--- config.mk ---
export PLATFORM = sky130hd
export DESIGN_NAME = uart_rx_param
export DESIGN_NICKNAME = d
export VERILOG_FILES = /design/src/rtl/uart_pkg.sv /design/src/rtl/uart_baud_tick.sv /design/src/rtl/uart_rx_param.sv
export SDC_FILE = /design/constraint.sdc
export NUM_CORES = 1
export LEC_CHECK = 0
export BUFFER_PORTS_ARGS = -buffer_cell sky130_fd_sc_hd__buf_2
export CAP_MARGIN = 20
export CORE_MARGIN = 2
export CORE_UTILIZATION = 26
export CTS_BUF_LIST = sky130_fd_sc_hd__clkbuf_8
export CTS_CLUSTER_DIAMETER = 50
export DETAILED_ROUTE_END_ITERATION = 12
export PLACE_DENSITY_LB_ADDON = 0.15
export SYNTH_ARGS = -nofsm -noshare
export SYNTH_HDL_FRONTEND = slang
export SYNTH_SLANG_ARGS = --single-unit
--- constraint.sdc ---
create_clock -name clk -period 4 [get_ports clk]
set_input_delay 0.4 -clock clk [delete_from_list [all_inputs] [get_ports clk]]
set_output_delay 0.4 -clock clk [all_outputs]
set_load 0.1 [all_outputs]
--- src/rtl/uart_pkg.sv ---
// uart_pkg: shared definitions for the parametrised UART receiver.
//   - parity-mode encodings (PAR_RSVD is received as "no parity")
//   - receiver FSM state enum
//   - eight-entry baud-rate table indexed by baud_select
//   - baud_div(): rounded 16x-oversampling divisor for a clock and rate
//   - maj3(): 2-of-3 majority vote
package uart_pkg;

    localparam logic [1:0] PAR_NONE = 2'd0;
    localparam logic [1:0] PAR_EVEN = 2'd1;
    localparam logic [1:0] PAR_ODD  = 2'd2;
    localparam logic [1:0] PAR_RSVD = 2'd3;

    typedef enum logic [2:0] {
        ST_IDLE   = 3'd0,
        ST_START  = 3'd1,
        ST_DATA   = 3'd2,
        ST_PARITY = 3'd3,
        ST_STOP   = 3'd4,
        ST_STOP2  = 3'd5,
        ST_DONE   = 3'd6
    } uart_state_e;

    localparam int unsigned BAUD_TABLE [8] = '{
        300, 1200, 4800, 9600, 19200, 38400, 57600, 115200
    };

    // round(clk_hz / (16 * baud)) in integer arithmetic.
    function automatic int unsigned baud_div(input int unsigned clk_hz,
                                             input logic [2:0]  sel);
        int unsigned baud;
        baud = BAUD_TABLE[sel];
        return (clk_hz + 8 * baud) / (16 * baud);
    endfunction

    function automatic logic maj3(input logic a, input logic b, input logic c);
        return (a & b) | (a & c) | (b & c);
    endfunction

endpackage

--- src/rtl/uart_baud_tick.sv ---
// uart_baud_tick: 16x oversampling tick generator.
// Ports:
//   clk, reset_n   - clock, asynchronous active-low reset
//   baud_select    - index into the baud-rate table
//   restart        - zero the divider so the next tick lands a full
//                    divisor period later (aligns phase to a start edge)
//   sample_enable  - one-clock pulse every divisor clocks
module uart_baud_tick
    import uart_pkg::*;
#(
    parameter int unsigned CLK_HZ = 50_000_000
) (
    input  logic       clk,
    input  logic       reset_n,
    input  logic [2:0] baud_select,
    input  logic       restart,
    output logic       sample_enable
);

    // Divisors are folded to constants at elaboration; the slowest rate
    // (table entry 0) sets the counter width.
    localparam int unsigned DIV_TAB [8] = '{
        baud_div(CLK_HZ, 3'd0), baud_div(CLK_HZ, 3'd1),
        baud_div(CLK_HZ, 3'd2), baud_div(CLK_HZ, 3'd3),
        baud_div(CLK_HZ, 3'd4), baud_div(CLK_HZ, 3'd5),
        baud_div(CLK_HZ, 3'd6), baud_div(CLK_HZ, 3'd7)
    };
    localparam int CNT_W = $clog2(DIV_TAB[0]);

    logic [CNT_W-1:0] cnt_q, cnt_d, div_m1;

    assign div_m1        = CNT_W'(DIV_TAB[baud_select] - 1);
    assign sample_enable = (cnt_q == div_m1) && !restart;

    always_comb begin
        cnt_d = cnt_q + CNT_W'(1);
        if (restart || sample_enable) begin
            cnt_d = '0;
        end
    end

    always_ff @(posedge clk or negedge reset_n) begin
        if (!reset_n) begin
            cnt_q <= '0;
        end else begin
            cnt_q <= cnt_d;
        end
    end

endmodule

--- src/rtl/uart_rx_param.sv ---
// uart_rx_param: parametrised UART receiver, 16x oversampling, 2-of-3 vote.
// Ports:
//   clk, reset_n              - clock, asynchronous active-low reset
//   baud_select, parity_mode,
//   two_stop                  - frame config, captured at the start edge
//   Rx_EN                     - enable; low forces the FSM to IDLE
//   Rx_D                      - asynchronous serial line (idle high)
//   Rx_DATA, Rx_PERROR,
//   Rx_FERROR, Rx_BREAK       - presented word and its flags
//   Rx_VALID / Rx_READY       - handshake: the word transfers on any cycle
//                               where both are high; Rx_VALID holds the word
//                               stable until then. A word completed while
//                               the previous one is still pending (and not
//                               being accepted in that same cycle) is dropped
//                               and Rx_OVERRUN pulses for one clock.
//   dbg_state                 - current FSM state, for observation
module uart_rx_param
    import uart_pkg::*;
#(
    parameter int unsigned CLK_HZ    = 50_000_000,
    parameter int unsigned DATA_BITS = 8
) (
    input  logic                 clk,
    input  logic                 reset_n,
    input  logic [2:0]           baud_select,
    input  logic [1:0]           parity_mode,
    input  logic                 two_stop,
    input  logic                 Rx_EN,
    input  logic                 Rx_D,
    output logic [DATA_BITS-1:0] Rx_DATA,
    output logic                 Rx_VALID,
    input  logic                 Rx_READY,
    output logic                 Rx_PERROR,
    output logic                 Rx_FERROR,
    output logic                 Rx_BREAK,
    output logic                 Rx_OVERRUN,
    output uart_state_e          dbg_state
);

    localparam int IDX_W = $clog2(DATA_BITS);

    logic                 meta_q, sync_q;
    logic [1:0]           samp_q;        // previous synced samples, newest in [0]
    uart_state_e          state_q, state_d;
    logic [3:0]           tick_q, tick_d;
    logic [IDX_W-1:0]     bit_idx_q, bit_idx_d;
    logic [1:0]           vote_q, vote_d; // samples taken at ticks 7 and 8
    logic [DATA_BITS-1:0] shift_q, shift_d;
    logic                 par_bit_q, par_bit_d;
    logic                 stop1_q, stop1_d, stop2_q, stop2_d;
    logic [2:0]           baud_q, baud_d;
    logic [1:0]           par_q, par_d;
    logic                 two_stop_q, two_stop_d;
    logic [DATA_BITS-1:0] data_q, data_d;
    logic                 valid_q, valid_d, perr_q, perr_d, ferr_q, ferr_d;
    logic                 brk_q, brk_d, ovr_q, ovr_d;

    logic tick, start_edge, bit_val, start_vote, par_en, load;
    logic frame_perr, frame_ferr, frame_brk;

    assign start_edge = Rx_EN && (state_q == ST_IDLE) && samp_q[0] && !sync_q;
    // The tick-9 sample completes the vote, so use the live line for it.
    assign bit_val    = maj3(vote_q[1], vote_q[0], sync_q);
    // The start bit is judged at tick 7 over the three most recent samples.
    assign start_vote = maj3(samp_q[1], samp_q[0], sync_q);

    uart_baud_tick #(.CLK_HZ(CLK_HZ)) u_baud (
        .clk          (clk),
        .reset_n      (reset_n),
        .baud_select  (baud_q),
        .restart      (start_edge || !Rx_EN),
        .sample_enable(tick)
    );

    assign par_en     = (par_q == PAR_EVEN) || (par_q == PAR_ODD);
    assign frame_perr = par_en && (((^shift_q) ^ par_bit_q) != (par_q == PAR_ODD));
    assign frame_ferr = !stop1_q || (two_stop_q && !stop2_q);
    assign frame_brk  = (shift_q == '0) && !(par_en && par_bit_q) && !stop1_q;

    always_comb begin
        state_d    = state_q;
        tick_d     = tick_q;
        bit_idx_d  = bit_idx_q;
        vote_d     = vote_q;
        shift_d    = shift_q;
        par_bit_d  = par_bit_q;
        stop1_d    = stop1_q;
        stop2_d    = stop2_q;
        baud_d     = baud_q;
        par_d      = par_q;
        two_stop_d = two_stop_q;

        if (tick) begin
            tick_d = tick_q + 4'd1;
            if (tick_q == 4'd7 || tick_q == 4'd8) begin
                vote_d = {vote_q[0], sync_q};
            end
        end

        case (state_q)
            ST_IDLE: begin
                if (start_edge) begin
                    state_d    = ST_START;
                    tick_d     = '0;
                    bit_idx_d  = '0;
                    baud_d     = baud_select;
                    par_d      = parity_mode;
                    two_stop_d = two_stop;
                end
            end
            ST_START: begin
                if (tick && tick_q == 4'd7 && start_vote) begin
                    state_d = ST_IDLE;
                end else if (tick && tick_q == 4'd15) begin
                    state_d = ST_DATA;
                end
            end
            ST_DATA: begin
                if (tick && tick_q == 4'd9) begin
                    shift_d = {bit_val, shift_q[DATA_BITS-1:1]};
                end else if (tick && tick_q == 4'd15) begin
                    if (bit_idx_q == IDX_W'(DATA_BITS - 1)) begin
                        state_d = par_en ? ST_PARITY : ST_STOP;
                    end else begin
                        bit_idx_d = bit_idx_q + IDX_W'(1);
                    end
                end
            end
            ST_PARITY: begin
                if (tick && tick_q == 4'd9) begin
                    par_bit_d = bit_val;
                end else if (tick && tick_q == 4'd15) begin
                    state_d = ST_STOP;
                end
            end
            ST_STOP: begin
                // Completing at tick 9 leaves slack to catch the next start edge.
                if (tick && tick_q == 4'd9) begin
                    stop1_d = bit_val;
                    if (!two_stop_q) begin
                        state_d = ST_DONE;
                    end
                end else if (tick && tick_q == 4'd15) begin
                    state_d = ST_STOP2;
                end
            end
            ST_STOP2: begin
                if (tick && tick_q == 4'd9) begin
                    stop2_d = bit_val;
                    state_d = ST_DONE;
                end
            end
            ST_DONE: state_d = ST_IDLE;
            default: state_d = ST_IDLE;
        endcase

        if (!Rx_EN) begin
            state_d   = ST_IDLE;
            tick_d    = '0;
            bit_idx_d = '0;
        end
    end

    // Output register: a new word may replace the pending one only in the
    // cycle the pending one is accepted.
    always_comb begin
        load    = (state_q == ST_DONE) && (!valid_q || Rx_READY);
        valid_d = valid_q && !Rx_READY;
        data_d  = data_q;
        perr_d  = perr_q;
        ferr_d  = ferr_q;
        brk_d   = brk_q;
        ovr_d   = 1'b0;
        if (load) begin
            valid_d = 1'b1;
            data_d  = shift_q;
            perr_d  = frame_perr;
            ferr_d  = frame_ferr;
            brk_d   = frame_brk;
        end else if (state_q == ST_DONE) begin
            ovr_d = 1'b1;
        end
    end

    always_ff @(posedge clk or negedge reset_n) begin
        if (!reset_n) begin
            meta_q     <= 1'b1;
            sync_q     <= 1'b1;
            samp_q     <= 2'b11;
            state_q    <= ST_IDLE;
            tick_q     <= '0;
            bit_idx_q  <= '0;
            vote_q     <= '0;
            shift_q    <= '0;
            par_bit_q  <= 1'b0;
            stop1_q    <= 1'b1;
            stop2_q    <= 1'b1;
            baud_q     <= '0;
            par_q      <= PAR_NONE;
            two_stop_q <= 1'b0;
            data_q     <= '0;
            valid_q    <= 1'b0;
            perr_q     <= 1'b0;
            ferr_q     <= 1'b0;
            brk_q      <= 1'b0;
            ovr_q      <= 1'b0;
        end else begin
            meta_q     <= Rx_D;
            sync_q     <= meta_q;
            samp_q     <= {samp_q[0], sync_q};
            state_q    <= state_d;
            tick_q     <= tick_d;
            bit_idx_q  <= bit_idx_d;
            vote_q     <= vote_d;
            shift_q    <= shift_d;
            par_bit_q  <= par_bit_d;
            stop1_q    <= stop1_d;
            stop2_q    <= stop2_d;
            baud_q     <= baud_d;
            par_q      <= par_d;
            two_stop_q <= two_stop_d;
            data_q     <= data_d;
            valid_q    <= valid_d;
            perr_q     <= perr_d;
            ferr_q     <= ferr_d;
            brk_q      <= brk_d;
            ovr_q      <= ovr_d;
        end
    end

    assign Rx_DATA    = data_q;
    assign Rx_VALID   = valid_q;
    assign Rx_PERROR  = perr_q;
    assign Rx_FERROR  = ferr_q;
    assign Rx_BREAK   = brk_q;
    assign Rx_OVERRUN = ovr_q;
    assign dbg_state  = state_q;

endmodule

==> results of run 1 <==
layout make-up:
class                   instances  area [um^2]  area share, %
inverters                      21         78.8           1.88
well taps                     180          225           5.36
clock inverters                 7         91.3           2.18
repair buffers                 33          195           4.65
clock buffers                   9          124           2.95
multi-input cells             263         1980           47.0
flip-flops and latches         60         1510           35.9
worst max-delay path, delay by kind of cell, from the launching register on:
| family | cells | cell delay (ps) |
|---|---|---|
| multiplexers | 1 | 200 |
| AO/OA/AOI/OAI | 2 | 410 |
| flip-flops | 1 | 470 |
| buffers and inverters | 2 | 360 |
| AND/OR/NAND/NOR | 6 | 1780 |
| adder cells (fa/ha/maj) | 2 | 390 |
flip-flops by register name, summed over array words and instances, names as in the netlist, 2 cells and up:
signal / flops
Rx_DATA: 8
baud_q: 3
bit_idx_q: 3
dbg_state: 3
par_q: 2
samp_q: 2
shift_q: 8
tick_q: 4
u_baud.cnt_q: 14
vote_q: 2
metrics by stage:
step	power (mW)	instances	area, um^2
after floorplan	1.52	358	3650
after global placement	1.68	556	3950
after detailed placement	1.67	556	3950
after CTS	2.30	572	4160
after global routing	2.45	573	4200
final	2.27	573	4200
cell families (layout without fill, tap and decap cells):
logic type	Yosys count	after routing	share of synthesized area (%)
buffers and inverters	35	70	5.01
adders and majority gates	21	21	7.06
muxes	39	39	11.6
xor gates and xnor gates	34	34	8.16
and+or+nand+nor	135	135	19.9
DFF	60	60	41.4
AOI/OAI and AO/OA	34	34	6.89
power groups by stage:
stage	combinational [mW]	sequential (mW)	clock, mW
detailed placement	0.924	0.746	0
finish	0.932	0.735	0.607
CTS	0.932	0.735	0.633
global placement	0.930	0.746	0
global route	1.03	0.747	0.667
floorplan	0.706	0.810	0
cells in the mapped netlist, types with 2 or more instances:
cell type and instances:
o211ai_1 3, o31ai_1 3, mux2_2 22, and3_1 3, o21ai_0 5, nand3b_1 2
a31oi_1 2, clkbuf_1 6, a41o_1 2, buf_8 2, dfrtp_1 54, nor2b_1 5
maj3_1 2, nand4b_1 2, buf_6 3, ha_1 19, xor2_1 16, inv_1 21
buf_2 2, or3_1 2, a21oi_1 6, nor3_1 3, dfstp_2 6, nand3_1 20
nor2_1 37, nand4_1 3, nand4bb_1 2, nand2b_1 7, xnor2_1 18, nand2_1 31
mux2i_1 15, and4_1 2
routing by layer:
layer	routed length, um	global-route usage [%]	vias to the layer above
li1	-	-	1303
met1	4120	16.2	1257
met2	3660	17.7	29
met3	226	3.67	11
met4	159	5.17	0
met5	0	0	-
final timing paths:
| path | from | endpoint | slack [ps] | cells after the start |
|---|---|---|---|---|
| worst max-delay path | baud_q[1] | shift_q[6] | 320 | 13 |
| min in group clk | Rx_D | meta_q | 140 | 1 |
| worst min-delay path | reset_n | tick_q[2] | 10 | 1 |
| worst max register to register | baud_q[1] | shift_q[6] | 320 | 13 |
| max in group asynchronous | reset_n | shift_q[7] | 3160 | 3 |
| worst min register to register | meta_q | sync_q | 360 | 0 |
==> run_results.csv, run 1 <==
group,metric,value,unit
outcome,status,"completed",
global_routing,grt_max_degree,42,
clocking,post_cts_buffers,0,
clocking,cts.sinks,60,
die,die_y,122,um
pwr,p_leak,1.90,nW
synth,synth_top_cell_by_area,"dfrtp_1",
pwr,p_per_area,542,nW/um^2
synth,ys_seq_area_share,41.4,%
critical_path,crit_fanout,9,
clocking,cts_buffers,9,
timing,setup_viol,0,
critical_path,crit_top_cell,"ha_1",
synth,synth_fp_nets,388,
drt,drt_iter0_drc,144,
timing,holdWs,14.5,ps
clocking,cts_max_level,3,
timing,setup-tns-final,0,ps
timing,fmax,272,MHz
clocking,clk_pin_slew_worst_paths,70,ps
synth,yosys-top-cells-area,"dfrtp_1 (37%), mux2_2 (6.8%), ha_1 (6.5%)",
global_routing,grt_pass1_vias,2630,
drt,wl_per_cell,14.2,um
pwr,p_sw_share,39.3,%
critical_path,max_stage_delay,560,ps
clocking,cts_hold_buffers,0,
drt,drc_errors,0,
drt,wirelength,8160,um
timing,slew_viol_final,0,
synth,yosysWarnings,0,
timing,period_share,91.9,%
timing,slew-limit-headroom,50.4,%
synth,syn_avg_cell_area,10.2,um^2
critical_path,arrival,3960,ps
timing,timing.final.ws_setup,325,ps
synth,synth_top_cell_area_share,37.0,%
finish,post-route-util,30.5,%
global_routing,grt_overflow_total,0,
synth,synth_cell_types,64,
placed_design,port_buffers,26,
placed_design,place_ws,183,ps
pwr,pwr-share-comb,41.0,%
die,row_count,43,
pwr,clock_power_share,26.7,%
global_routing,grt_pass1_wl,13600,um
min_path,hold_path_class,"in2async",
drt,viasPerCell,4.54,
timing,timing.final.hold_violations,0,
finish,layout_common_cells,"dfrtp_1 (54), nor2_1 (37), nand2_1 (31)",
clocking,clock_path_buffers,2,
clocking,ctsResizeCount,0,
synth,async_flop_share,100,%
clocking,clk_latency,360,ps
pwr,switchingPower,0.894,mW
critical_path,cp-start-kind,"flip-flop",
drt,dr.pass1.iters,4,
synth,synth_ff_type,"dfrtp_1",
global_routing,antenna_found_initial,0,
timing,finalCriticalPeriod,3680,ps
critical_path,path_class,"reg2reg",
global_routing,grtUsageTotal,12.0,%
finish,nets,418,
die,fp.dieW,122,um
pwr,seq_power_share,32.3,%
synth,netlist_area,3650,um^2
synth,synth-seq-cells,60,
timing,worst_pin_slew,738,ps
synth,synth_cells,358,
run,max_cap_violations,0,
finish,drive_gt1_share,23.4,%
die,pin_count,27,
drt,routed-via-count,2600,
finish,syn2layout_area_growth,15.1,%
critical_path,path_cells,"inv_1 -> ha_1 -> a21o_1 -> ha_1 -> nor4bb_2 -> nor2_1 -> or4_4 -> a31oi_2 -> nand3_2 -> nor3_4 -> and3_1 -> buf_4 -> mux2i_1",
die,core,13800,um^2
finish,final_common_cell,"dfrtp_1",
die,initial_core_util,26.5,%
placed_design,gp_congestion,0.798,
synth,synth_edf_count,0,
drt,antenna_left,0,
placed_design,hpwlAfterDp,5910,um
pwr,ir_drop,286,uV
critical_path,cp-end-kind,"flip-flop",
clocking,cts_tree,"done",
clocking,clockRootBuffer,"clkbuf_8",
finish,antenna_cells,0,
finish,fill_cells,1499,
critical_path,slowest_stage,"or4_4",
critical_path,cp.required,4280,ps
timing,fin_worst_skew,9.79,ps
die,die_area,15000,um^2
pwr,p_int,1.38,mW
(Power assumes the default switching activity.)
==> run 2, diff against run 1 <==
--- a/config.mk
+++ b/config.mk
@@ -15,4 +15,5 @@
 export PLACE_DENSITY_LB_ADDON = 0.15
 export SYNTH_ARGS = -nofsm -noshare
 export SYNTH_HDL_FRONTEND = slang
+export SYNTH_HIERARCHICAL = 1
 export SYNTH_SLANG_ARGS = --single-unit
==> run_results.csv, run 2 <==
group,metric,value,unit
timing,finalCriticalPeriod,3760,ps
synth,synth_fp_nets,365,
min_path,hold_path_class,"in2async",
synth,yosys.cell_count.top_type,"dfrtp_1",
synth,synth-seq-cells,60,
finish,antenna_cells,0,
pwr,p_per_area,580,nW/um^2
synth,synth_compound_area_share,9.95,%
clocking,clk_latency,370,ps
synth,yosys-top-cells-area,"dfrtp_1 (37%), ha_1 (6.5%), mux2_2 (6.1%)",
finish,layout_common_cells,"dfrtp_1 (53), buf_2 (26), nand2_1 (25)",
drt,wl_per_cell,14.2,um
timing,fmax,266,MHz
placed_design,hpwlAfterDp,5820,um
synth,synth_cell_types,70,
clocking,cts_hold_buffers,0,
critical_path,cp-start-kind,"flip-flop",
drt,wl_met3,272,um
global_routing,antenna_found_initial,0,
timing,period_share,93.9,%
placed_design,place_ws,52.2,ps
drt,wirelength,8000,um
clocking,cts_buffers,9,
drt,drc_errors,0,
finish,nets,408,
synth,synth_mux_area_share,9.95,%
synth,synth_xor_area_share,7.84,%
synth,async_flop_share,100,%
timing,fin_worst_skew,14.1,ps
synth,synth_edf_count,0,
pwr,p_leak,1.95,nW
critical_path,path_class,"reg2reg",
die,die_area,15100,um^2
outcome,status,"completed",
timing,setup_viol,0,
global_routing,grtUsageTotal,11.8,%
synth,synth_top_cell_by_area,"dfrtp_1",
drt,routed-via-count,2561,
run,max_cap_violations,0,
clocking,clock_path_buffers,2,
clocking,cts.sinks,60,
drt,dr_wl_met2,3800,um
global_routing,grt_overflow_total,0,
placed_design,port_buffers,26,
clocking,clk_pin_slew_worst_paths,80,ps
global_routing,grt_pass1_vias,2644,
finish,drive_gt1_share,33.7,%
die,core,13900,um^2
synth,synthTopCellsByCount,"dfrtp_1 (54), nand2_1 (25), inv_1 (24)",
finish,regMostFlops,"u_baud/cnt_q",
timing,worst_pin_slew,870,ps
timing,slew-limit-headroom,42.0,%
placed_design,placed_area,4070,um^2
global_routing,grt_pass1_wl,13700,um
timing,setup-tns-final,0,ps
synth,netlist_area,3680,um^2
synth,synth_ff_type,"dfrtp_1",
drt,drt-met1-wl,3770,um
clocking,clockRootBuffer,"clkbuf_8",
die,initial_core_util,26.5,%
drt,drt_iter0_drc,113,
synth,synthAdderAreaFrac,7.03,%
placed_design,gp_congestion,0.739,
timing,timing.final.ws_setup,242,ps
drt,antenna_left,0,
timing,slew_viol_final,0,
synth,synth_top_cell_area_share,36.7,%
global_routing,grt_max_degree,40,
die,die_y,123,um
finish,final_common_cell,"dfrtp_1",
critical_path,cp-end-kind,"flip-flop",
synth,synth_cells,335,
drt,top_layer_used,"met4",
die,pin_count,27,
die,row_count,43,
synth,yosysWarnings,6,
drt,viasPerCell,4.55,
timing,timing.final.hold_violations,0,
synth,ys_seq_area_share,41.0,%
drt,dr.pass1.iters,4,
clocking,cts_max_level,3,
finish,fin_area,4370,um^2
finish,syn2layout_area_growth,18.5,%
critical_path,arrival,3990,ps
clocking,cts_tree,"done",
synth,synthSimpleGateAreaFrac,19.7,%
synth,syn_avg_cell_area,11.0,um^2
critical_path,cp.required,4230,ps
critical_path,crit_fanout,6,
pwr,ir_drop,279,uV
die,fp.dieW,123,um
finish,largest_reg_flops,14,
synth,synth_top_family_by_area,"simple AND/OR/NAND/NOR gates",
## run 2: cell count changes after synthesis, sizes merged, moves of 4 or more
cell	delta
nor2	-24
o21ai	+9
nor3	+13
nand2	-5
and3	+4
nand3	-11
clkbuf	-5
nand2b	-6
mux2i	-5
## run 2: repair_timing
action                                  CTS  global route
resized for setup                         0            13
cloned                                    0             0
pin swaps                                 0             4
endpoints found under the setup margin    1            16
buffers inserted                          2             1
## run 2: path summary, 6_finish.rpt
path                            from            to  slack (ps)  cells past startpoint
min                          reset_n    Rx_DATA[5]         140                      1
min reg2reg                   meta_q        sync_q         360                      0
max in group asynchronous    reset_n     samp_q[1]        2960                      2
min in group clk                Rx_D        meta_q         140                      1
max                        baud_q[1]  dbg_state[1]         240                     17
max reg2reg                baud_q[1]  dbg_state[1]         240                     17
## run 2: cell families (layout without fill, tap and decap cells)
kind of cell | Yosys count | in the layout
flip-flops | 60 | 60
buffers and inverters | 35 | 83
AND/OR/NAND/NOR | 108 | 108
XOR/XNOR | 33 | 33
multiplexers | 33 | 33
adder cells (fa/ha/maj) | 21 | 21
AO/OA/AOI/OAI | 45 | 45
## run 2: layout make-up
type                    instances  area (um^2)
flip-flops and latches         60         1510
clock buffers                  10          138
clock inverters                 6         71.3
multi-input cells             240         2070
repair buffers                 43          258
well taps                     180          225
fillers                      1450         9510
inverters                      24         90.1
## run 2: report_power, final
| part | internal [mW] | switching, mW | total (mW) |
|---|---|---|---|
| sequential | 0.668 | 0.0921 | 0.760 |
| clock | 0.308 | 0.273 | 0.581 |
| combinational | 0.498 | 0.695 | 1.19 |
## run 2: worst max-delay path: stages, from the launching register on
cell and delay [ps]:
dfrtp_2 450, inv_1 90, ha_2 200, inv_1 40, a21oi_1 170, ha_2 230, nor4bb_4 220, a31oi_2 100
or4_4 560, a22oi_2 240, nor4bb_4 240, buf_4 190, buf_4 110, and4b_4 240, and3_4 190, o31ai_4 70
o311a_2 150, mux2i_1 120
## run 2: metrics by stage
| stage | power [mW] | cells | hold slack (ps) | utilization (%) |
|---|---|---|---|---|
| 6_report | 2.53 | 563 | 139 | 31.5 |
| 5_1_grt | 2.71 | 563 | 120 | 31.5 |
| 4_1_cts | 2.50 | 562 | 111 | 30.9 |
| 3_5_place_dp | 1.90 | 544 | 349 | 29.3 |
| 3_3_place_gp | 1.92 | 544 | 347 | 29.3 |
| 2_1_floorplan | 1.65 | 335 | 104 | - |
## run 2: layer usage
metal  global-route usage, %  vias to the layer above
li1                        -                     1270
met1                    15.6                     1238
met2                    18.5                       40
met3                    2.54                       13
met4                    5.75                        0
met5                       0                        -
==> run 3, diff against run 2 <==
--- a/config.mk
+++ b/config.mk
@@ -8,7 +8,7 @@
 export BUFFER_PORTS_ARGS = -buffer_cell sky130_fd_sc_hd__buf_2
 export CAP_MARGIN = 20
 export CORE_MARGIN = 2
-export CORE_UTILIZATION = 26
+export CORE_UTILIZATION = 54
 export CTS_BUF_LIST = sky130_fd_sc_hd__clkbuf_8
 export CTS_CLUSTER_DIAMETER = 50
 export DETAILED_ROUTE_END_ITERATION = 12
==> run_results.csv, run 3 (synthesis gave the netlist of run 2 again) <==
group,metric,value,unit
drt,drc_errors,0,
critical_path,path_class,"reg2reg",
timing,setup-tns-final,0,ps
critical_path,slowest_stage,"or4_4",
finish,final_common_cell,"dfrtp_1",
global_routing,antenna_found_initial,0,
global_routing,grtUsageTotal,21.1,%
global_routing,grt_max_degree,32,
clocking,cts_max_level,3,
finish,fill_cells,546,
critical_path,max_stage_delay,550,ps
global_routing,grt_pass1_vias,2624,
placed_design,gp_congestion,1.03,
drt,drt_iter0_drc,91,
die,core,6680,um^2
critical_path,r2r_start,"baud_q[0]",
critical_path,cp-end-kind,"flip-flop",
timing,finalCriticalPeriod,3810,ps
finish,antenna_cells,0,
pwr,p_leak,1.96,nW
critical_path,path_cells,"inv_1 -> ha_1 -> mux2i_1 -> inv_1 -> ha_2 -> nor4bb_4 -> a31oi_2 -> or4_4 -> a22oi_2 -> nor4bb_4 -> buf_6 -> nand4b_4 -> a31oi_1 -> o31ai_2 -> o21ai_2 -> mux2_4",
finish,post-route-util,63.7,%
die,die_area,7500,um^2
drt,wl_per_cell,15.9,um
placed_design,placed_area,3930,um^2
critical_path,critPathLaunch,"baud_q[0]",
drt,antenna_left,0,
timing,fin_worst_skew,8.00,ps
placed_design,hpwlAfterDp,5190,um
critical_path,crit_fanout,7,
timing,period_share,95.3,%
timing,timing.final.hold_violations,0,
timing,rsz0062_at_grt,"no",
clocking,cts_hold_buffers,0,
die,die_y,86.6,um
timing,holdWs,101,ps
placed_design,dp_cells,442,
placed_design,place_ws,9.06,ps
critical_path,arrival,4020,ps
finish,largest_reg_flops,14,
timing,timing.final.ws_setup,190,ps
finish,seq_area,1510,um^2
clocking,cts.sinks,60,
clocking,clk_latency,330,ps
die,pin_count,27,
global_routing,grt_overflow_total,0,
finish,layout_common_cells,"dfrtp_1 (53), buf_2 (26), nand2_1 (25)",
finish,syn2layout_area_growth,15.6,%
finish,drive_gt1_share,32.8,%
die,initial_core_util,55.1,%
pwr,ir_drop,355,uV
critical_path,cp.required,4210,ps
timing,setup_viol,0,
drt,wirelength,7330,um
clocking,clock_path_buffers,2,
timing,fmax,262,MHz
finish,multi_input_area,2060,um^2
outcome,status,"completed",
clocking,clk_pin_slew_worst_paths,70,ps
global_routing,grt_pass1_wl,12400,um
finish,fin_area,4260,um^2
timing,slew_viol_final,0,
clocking,cts_tree,"done",
pwr,p_total,2.59,mW
die,fp.dieW,86.6,um
clocking,cts_buffers,9,
die,row_count,30,
drt,routed-via-count,2590,
timing,slew-limit-headroom,55.6,%
finish,nets,407,
critical_path,cp-start-kind,"flip-flop",
placed_design,port_buffers,26,
clocking,clockRootBuffer,"clkbuf_8",
timing,worst_pin_slew,666,ps
run,max_cap_violations,0,
drt,viasPerCell,5.62,
finish,fin_cells,461,
finish,regMostFlops,"u_baud/cnt_q",
min_path,hold_path_class,"in2async",
pwr,p_per_area,607,nW/um^2
drt,dr.pass1.iters,4,
[run 3: cell types whose count changed in the layout (fill, tap and decap cells not counted), sizes merged]
cell,change
buf,-1
clkbuf,+2
bufinv,+1
clkinvlp,-2
clkinv,-1
inv,-1
[run 3: what timing repair did]
action,CTS,global route
pin swaps,0,3
resized for setup,1,13
setup buffers,0,4
endpoints found under the setup margin,4,16
[run 3: final timing paths]
path                                     end  slack, ps  cells past startpoint
worst max register to register  bit_idx_q[2]        190                     16
worst min-delay path            dbg_state[1]        100                      1
worst min register to register        sync_q        360                      0
worst max-delay path            bit_idx_q[2]        190                     16
min in group clk                      meta_q        170                      1
max in group asynchronous            stop1_q       3020                      2
[run 3: final cells by class]
class                   count  share of cell area [%]
flip-flops and latches     60                    35.5
clock buffers              12                    3.88
clock inverters             3                    1.62
repair buffers             42                    6.05
well taps                  80                    2.35
inverters                  24                    2.17
multi-input cells         240                    48.5
[run 3: worst max-delay path: cells and delay by family, from the launching register on]
| kind | cells | cell delay, ps |
|---|---|---|
| simple gates | 4 | 1250 |
| compound gates | 5 | 780 |
| mux | 2 | 440 |
| buf+inv | 3 | 420 |
| fa+ha+maj | 2 | 420 |
| flops | 1 | 390 |
[run 3: power breakdown]
part	internal [mW]	switching [mW]
combinational	0.491	0.706
sequential	0.668	0.0825
clock	0.400	0.238
[run 3: routing by layer]
metal	GRT usage [%]	wire, um	share of wire [%]	up-vias
li1	-	-	-	1268
met1	27.0	3310	45	1243
met2	35.1	3610	49	65
met3	4.67	258	3.5	14
met4	7.95	142	1.9	0
met5	0	0	0	-
